--- src/rtl/flux_onset_detector.sv ---
// flux_onset_detector: spectral-flux onset flagging for the tempo stage.
// Passes the flux stream through with one cycle of latency and flags onsets
// against an adaptive threshold. The threshold is a scaled mean of the
// previous AVG_LEN frames, with an absolute floor and a refractory hold-off.
// Optional feature: define PEAK_PICK_EN to add a local-maximum test. The
// flag is then emitted one frame late, on the frame that follows the peak.
module flux_onset_detector #(
  parameter int W              = 70,
  parameter int AVG_LEN        = 16,
  parameter int THRESH_NUM     = 3,
  parameter int THRESH_SHIFT   = 1,
  parameter int MIN_FLUX       = 64,
  parameter int REFRACT_FRAMES = 4
) (
  input  logic         clk,
  input  logic         reset,
  input  logic         flux_valid,
  input  logic [W-1:0] flux_in,
  output logic         flux_out_valid,
  output logic [W-1:0] flux_out,
  output logic         beat_valid,
  output logic [W-1:0] mean_out,
  output logic [15:0]  onset_count
);

  localparam int LG = (AVG_LEN > 1) ? $clog2(AVG_LEN) : 1;
  localparam int SW = W + LG;
  localparam int DW = W + 8;

  typedef enum logic [1:0] {WARMUP, ARMED, REFRACT} state_t;

  state_t          state_q,       state_d;
  logic [LG-1:0]   wr_ptr_q,      wr_ptr_d;
  logic [LG-1:0]   fill_cnt_q,    fill_cnt_d;
  logic [SW-1:0]   sum_q,         sum_d;
  logic [7:0]      refract_cnt_q, refract_cnt_d;
  logic [15:0]     onset_cnt_q,   onset_cnt_d;
  logic            flux_out_valid_q, flux_out_valid_d;
  logic [W-1:0]    flux_out_q,    flux_out_d;
  logic            beat_q,        beat_d;

  logic [W-1:0]    hist_mem [AVG_LEN];
  logic [W-1:0]    oldest;
  logic [W-1:0]    mean_w;
  logic [DW-1:0]   flux_scaled;
  logic [DW-1:0]   mean_scaled;
  logic            above;
  logic            floor_ok;
  logic            pass;
  logic            beat_now;

  // History buffer write; the read below sees the pre-write entry.
  always_ff @(posedge clk) begin
    if (flux_valid) begin
      hist_mem[wr_ptr_q] <= flux_in;
    end
  end

  // Threshold test against the mean of the previous window (current frame excluded).
  always_comb begin
    oldest      = hist_mem[wr_ptr_q];
    mean_w      = W'(sum_q >> LG);
    flux_scaled = DW'(flux_in) << THRESH_SHIFT;
    mean_scaled = DW'(mean_w) * DW'(THRESH_NUM);
    above       = flux_scaled > mean_scaled;
    floor_ok    = flux_in >= W'(MIN_FLUX);
    pass        = above && floor_ok && (state_q == ARMED);
  end

`ifdef PEAK_PICK_EN
  logic [W-1:0] prev_flux_q, prev_flux_d;
  logic         cand_q,      cand_d;
  logic         emit;

  // Peak pick: a passing frame that rose becomes a candidate; it is emitted
  // on the next frame if that frame does not exceed it.
  always_comb begin
    emit        = cand_q && (state_q == ARMED) && (prev_flux_q >= flux_in);
    beat_now    = emit;
    cand_d      = pass && (flux_in > prev_flux_q) && !emit;
    prev_flux_d = flux_in;
  end
`else
  // Direct decision: the frame itself is flagged.
  always_comb begin
    beat_now = pass;
  end
`endif

  // Frame-driven next state: running sum, pointer, FSM and output staging.
  always_comb begin
    state_d          = state_q;
    wr_ptr_d         = wr_ptr_q;
    fill_cnt_d       = fill_cnt_q;
    sum_d            = sum_q;
    refract_cnt_d    = refract_cnt_q;
    onset_cnt_d      = onset_cnt_q;
    flux_out_valid_d = flux_valid;
    flux_out_d       = flux_out_q;
    beat_d           = 1'b0;

    if (flux_valid) begin
      flux_out_d = flux_in;
      beat_d     = beat_now;
      wr_ptr_d   = wr_ptr_q + LG'(1);

      if (state_q == WARMUP) begin
        sum_d = sum_q + SW'(flux_in);
      end else begin
        sum_d = sum_q - SW'(oldest) + SW'(flux_in);
      end

      case (state_q)
        WARMUP: begin
          fill_cnt_d = fill_cnt_q + LG'(1);
          if (fill_cnt_q == LG'(AVG_LEN - 1)) begin
            state_d = ARMED;
          end
        end
        ARMED: begin
          if (beat_now) begin
            onset_cnt_d = onset_cnt_q + 16'd1;
            if (REFRACT_FRAMES != 0) begin
              refract_cnt_d = 8'(REFRACT_FRAMES);
              state_d       = REFRACT;
            end
          end
        end
        REFRACT: begin
          refract_cnt_d = refract_cnt_q - 8'd1;
          // A zero count cannot normally occur here; treat it like 1 so the FSM never sticks.
          if (refract_cnt_q <= 8'd1) begin
            refract_cnt_d = 8'd0;
            state_d       = ARMED;
          end
        end
        default: begin
          state_d = WARMUP;
        end
      endcase
    end
  end

  // State and output registers with asynchronous active-high reset.
  always_ff @(posedge clk or posedge reset) begin
    if (reset) begin
      state_q          <= WARMUP;
      wr_ptr_q         <= '0;
      fill_cnt_q       <= '0;
      sum_q            <= '0;
      refract_cnt_q    <= '0;
      onset_cnt_q      <= '0;
      flux_out_valid_q <= 1'b0;
      flux_out_q       <= '0;
      beat_q           <= 1'b0;
`ifdef PEAK_PICK_EN
      prev_flux_q      <= '0;
      cand_q           <= 1'b0;
`endif
    end else begin
      state_q          <= state_d;
      wr_ptr_q         <= wr_ptr_d;
      fill_cnt_q       <= fill_cnt_d;
      sum_q            <= sum_d;
      refract_cnt_q    <= refract_cnt_d;
      onset_cnt_q      <= onset_cnt_d;
      flux_out_valid_q <= flux_out_valid_d;
      flux_out_q       <= flux_out_d;
      beat_q           <= beat_d;
`ifdef PEAK_PICK_EN
      if (flux_valid) begin
        prev_flux_q <= prev_flux_d;
        cand_q      <= cand_d;
      end
`endif
    end
  end

  assign flux_out_valid = flux_out_valid_q;
  assign flux_out       = flux_out_q;
  assign beat_valid     = beat_q;
  assign mean_out       = mean_w;
  assign onset_count    = onset_cnt_q;

endmodule

--- config.mk ---
export PLATFORM = sky130hd
export DESIGN_NAME = flux_onset_detector
export DESIGN_NICKNAME = d
export VERILOG_FILES = /design/src/rtl/flux_onset_detector.sv
export SDC_FILE = /design/constraint.sdc
export NUM_CORES = 2
export LEC_CHECK = 0
export CAP_MARGIN = 0
export CORE_ASPECT_RATIO = 0.6
export CORE_MARGIN = 3
export CORE_UTILIZATION = 30
export DETAILED_ROUTE_END_ITERATION = 16
export GPL_TIMING_DRIVEN = 0
export PLACE_DENSITY = 0.59
export SYNTH_ARGS = -nofsm -noshare
export SYNTH_HDL_FRONTEND = slang
export SYNTH_SLANG_ARGS = --single-unit
--- constraint.sdc ---
create_clock -name clk -period 5.7 [get_ports clk]
set_input_delay 0.57 -clock clk [delete_from_list [all_inputs] [get_ports clk]]
set_output_delay 0.57 -clock clk [all_outputs]
set_load 0.03 [all_outputs]
==> impl_metrics.toml <==
[timing]
final-hold-violation-count = 0
setup_slack_ns = -0.906
slew_headroom = 0.0943
setup_viol = 44
tightest_slew_ns = 1.35
rsz0062_at_grt = "true"
period_needed_ns = 6.61
fin_skew_ns = 0.0437
fmax_mhz = 151
hold_ws_ns = 0.0766
drv_slew = 0
finalCritPeriodShare = 1.16

[yosys]
yosys-top-cells-area = "edfxtp_1 51%, mux4_2 12%, dfrtp_1 6.8%"
synth_most_common_cell = "edfxtp_1"
ys_warn_count = 0
async_reset_ff_frac = 0.138
syn_area_per_cell_um2 = 14.3
syn-cell-area_um2 = 66100
syn_nets = 5053
synth_edf_count = 1120
ys_types = 81
synthCells = 4617
synth_common_cells = "1120 x edfxtp_1, 350 x inv_1, 350 x mux4_2"
ys_seq_area_frac = 0.577
ys_ff_latch = 1300
synth_top_area_share = 0.509
yosysTopAreaCell = "edfxtp_1"
synth_ff_type = "edfxtp_1"

[floorplanning]
die_area_um2 = 226000
core_area_um2 = 217000
die_h_um = 370
die_x_um = 612
start_util = 0.304
num_io_pins = 231
core.rowCount = 132

[critical_path]
cp.required_ns = 6.41
r2r_start = "sum_q[5]"
cp-end-kind = "flop"
cp_slowest_stage_delay_ns = 0.49
critPathMaxFanout = 7
critPathLaunch = "sum_q[5]"
critical_path_arrival_ns = 7.32
path_common_cell = "nand2_1"
start_kind = "flop"
crit_slowest_cell = "dfrtp_2"
path_class = "flop to flop"

[global_route]
grt.total_usage = 0.185
grt_max_degree = 90
grt_pass1_vias = 41200
grt-ovfl-total = 0
grt_pass1_wl_um = 304000
antenna_found_initial = 8

[hold_path]
worstHoldPathType = "primary input to async pin"

[flow_run]
maxCapViolCount = 0

[clocking]
cts_buffer_depth = 4
holdBufCountCts = 0
cts_buffers = 142
clk_latency_ns = 0.82
clockRootBuffer = "clkbuf_16"
tritoncts = "yes"
h-tree-depth = 4
path_clk_slew_ns = 0.06
cts_sinks = 1300

[final_layout]
stdcell_count = 8083
layout-drive-gt1-share = 0.217
synthToLayoutAreaGrowth_pct = 21.0
nNetsFinal = 5537

[detailed_routing]
ant_nets = 0
dr.pass1.iters = 6
drc_errors = 0
vias = 43700
drt_iter0_drc = 5667
vias_per_cell = 5.40
routedWlPerCell_um = 26.7
routed_wl_um = 216000

[placed_design]
gp_congestion = 0.974
dp_cells = 7750
pre_cts_ws_ns = -3.56
dpl.hpwl_um = 156000
port_buffers = 230

[status]
status = "finished with violations"
violations = "negative setup slack"
[cell usage in the layout, fill, tap and decap left out, types with 24 or more instances in the layout]
| master | instances |
|---|---|
| mux4_2 | 350 |
| a21o_1 | 148 |
| nor3_1 | 41 |
| a21oi_1 | 277 |
| nand2b_1 | 26 |
| nor2b_1 | 28 |
| clkbuf_2 | 24 |
| o211ai_1 | 30 |
| clkdlybuf4s50_1 | 230 |
| nand3_1 | 45 |
| fa_1 | 70 |
| o21a_1 | 39 |
| nand2_1 | 233 |
| mux2_2 | 70 |
| nand4_1 | 60 |
| clkbuf_1 | 110 |
| nor2_1 | 160 |
| buf_4 | 151 |
| edfxtp_1 | 1120 |
| xor2_1 | 94 |
| dfrtp_1 | 165 |
| xnor2_1 | 113 |
| o21bai_1 | 42 |
| buf_12 | 33 |
| inv_1 | 346 |
| clkbuf_16 | 150 |
| o21ai_0 | 148 |
| ha_1 | 260 |
| a31oi_1 | 26 |
[logic make-up (layout without fill, tap and decap cells)]
group	Yosys count	in the layout	share of synthesized area
DFF	1300	1300	0.577
buffers and inverters	610	1190	0.0387
AOI/OAI and AO/OA	942	942	0.0910
xor gates and xnor gates	215	215	0.0285
muxes	422	422	0.131
adders and majority gates	363	363	0.0769
and+or+nand+nor	765	765	0.0565
other	0	5	0
[state kept, by name (all words and copies together) (netlist names), 2 cells and up]
| signal | count |
|---|---|
| flux_out | 70 |
| state_q | 2 |
| refract_cnt_q | 8 |
| wr_ptr_q | 4 |
| sum_q | 74 |
| fill_cnt_q | 4 |
| onset_count | 16 |
| hist_mem | 1120 |
[stage by stage]
stage | TNS (ns) | cell area [um2] | util
2_1_floorplan | -0.0178 | 66100 | -
3_3_place_gp | -4443.38 | 72100 | 0.331
3_5_place_dp | -163.42 | 72700 | 0.334
4_1_cts | -25.40 | 78200 | 0.360
5_1_grt | -29.91 | 80000 | 0.368
6_report | -22.20 | 80000 | 0.368
[final timing paths]
check / cells past startpoint / slack (ns) / end
max: 29 / -0.91 / onset_count[13]
min: 2 / 0.08 / flux_out[0]
max reg2reg: 29 / -0.91 / onset_count[13]
min reg2reg: 1 / 0.47 / onset_count[15]
max in group asynchronous: 4 / 4.29 / sum_q[33]
min in group clk: 1 / 0.26 / flux_out_valid
[critical path, delay by kind of cell (launching register included)]
kind / cells / cell delay (ns)
flops: 1 / 0.49
compound gates: 13 / 2.55
simple gates: 9 / 1.89
xor+xnor: 2 / 0.27
fa+ha+maj: 2 / 0.75
buf+inv: 3 / 0.53
[layer usage]
layer | GRT usage | vias up | part of all wire
met5 | 0 | - | 0
met4 | 0.0330 | 0 | 0.019
met3 | 0.0405 | 257 | 0.11
met2 | 0.250 | 2238 | 0.40
met1 | 0.300 | 22500 | 0.48
li1 | - | 18700 | -
[timing repair]
item                                    4_1_cts  5_1_grt
pin swaps                                    39       67
setup buffers                                32       75
endpoints found under the setup margin       90       78
gates cloned                                  0        2
resized for setup                           190      327
[layout make-up]
| cell class | instances | area (um2) |
|---|---|---|
| clock buffer | 171 | 3780 |
| multi-input combinational | 2707 | 26800 |
| inverter | 350 | 1320 |
| timing repair buffer | 356 | 3880 |
| buffer | 244 | 1740 |
| sequential | 1300 | 38200 |
| tap | 2881 | 3600 |
| antenna | 5 | 12.5 |
| fill | 20600 | 137000 |
| clock inverter | 69 | 719 |
Power is not shown: default switching activity piles up to over one toggle a cycle in this logic, so the estimate is an artifact.
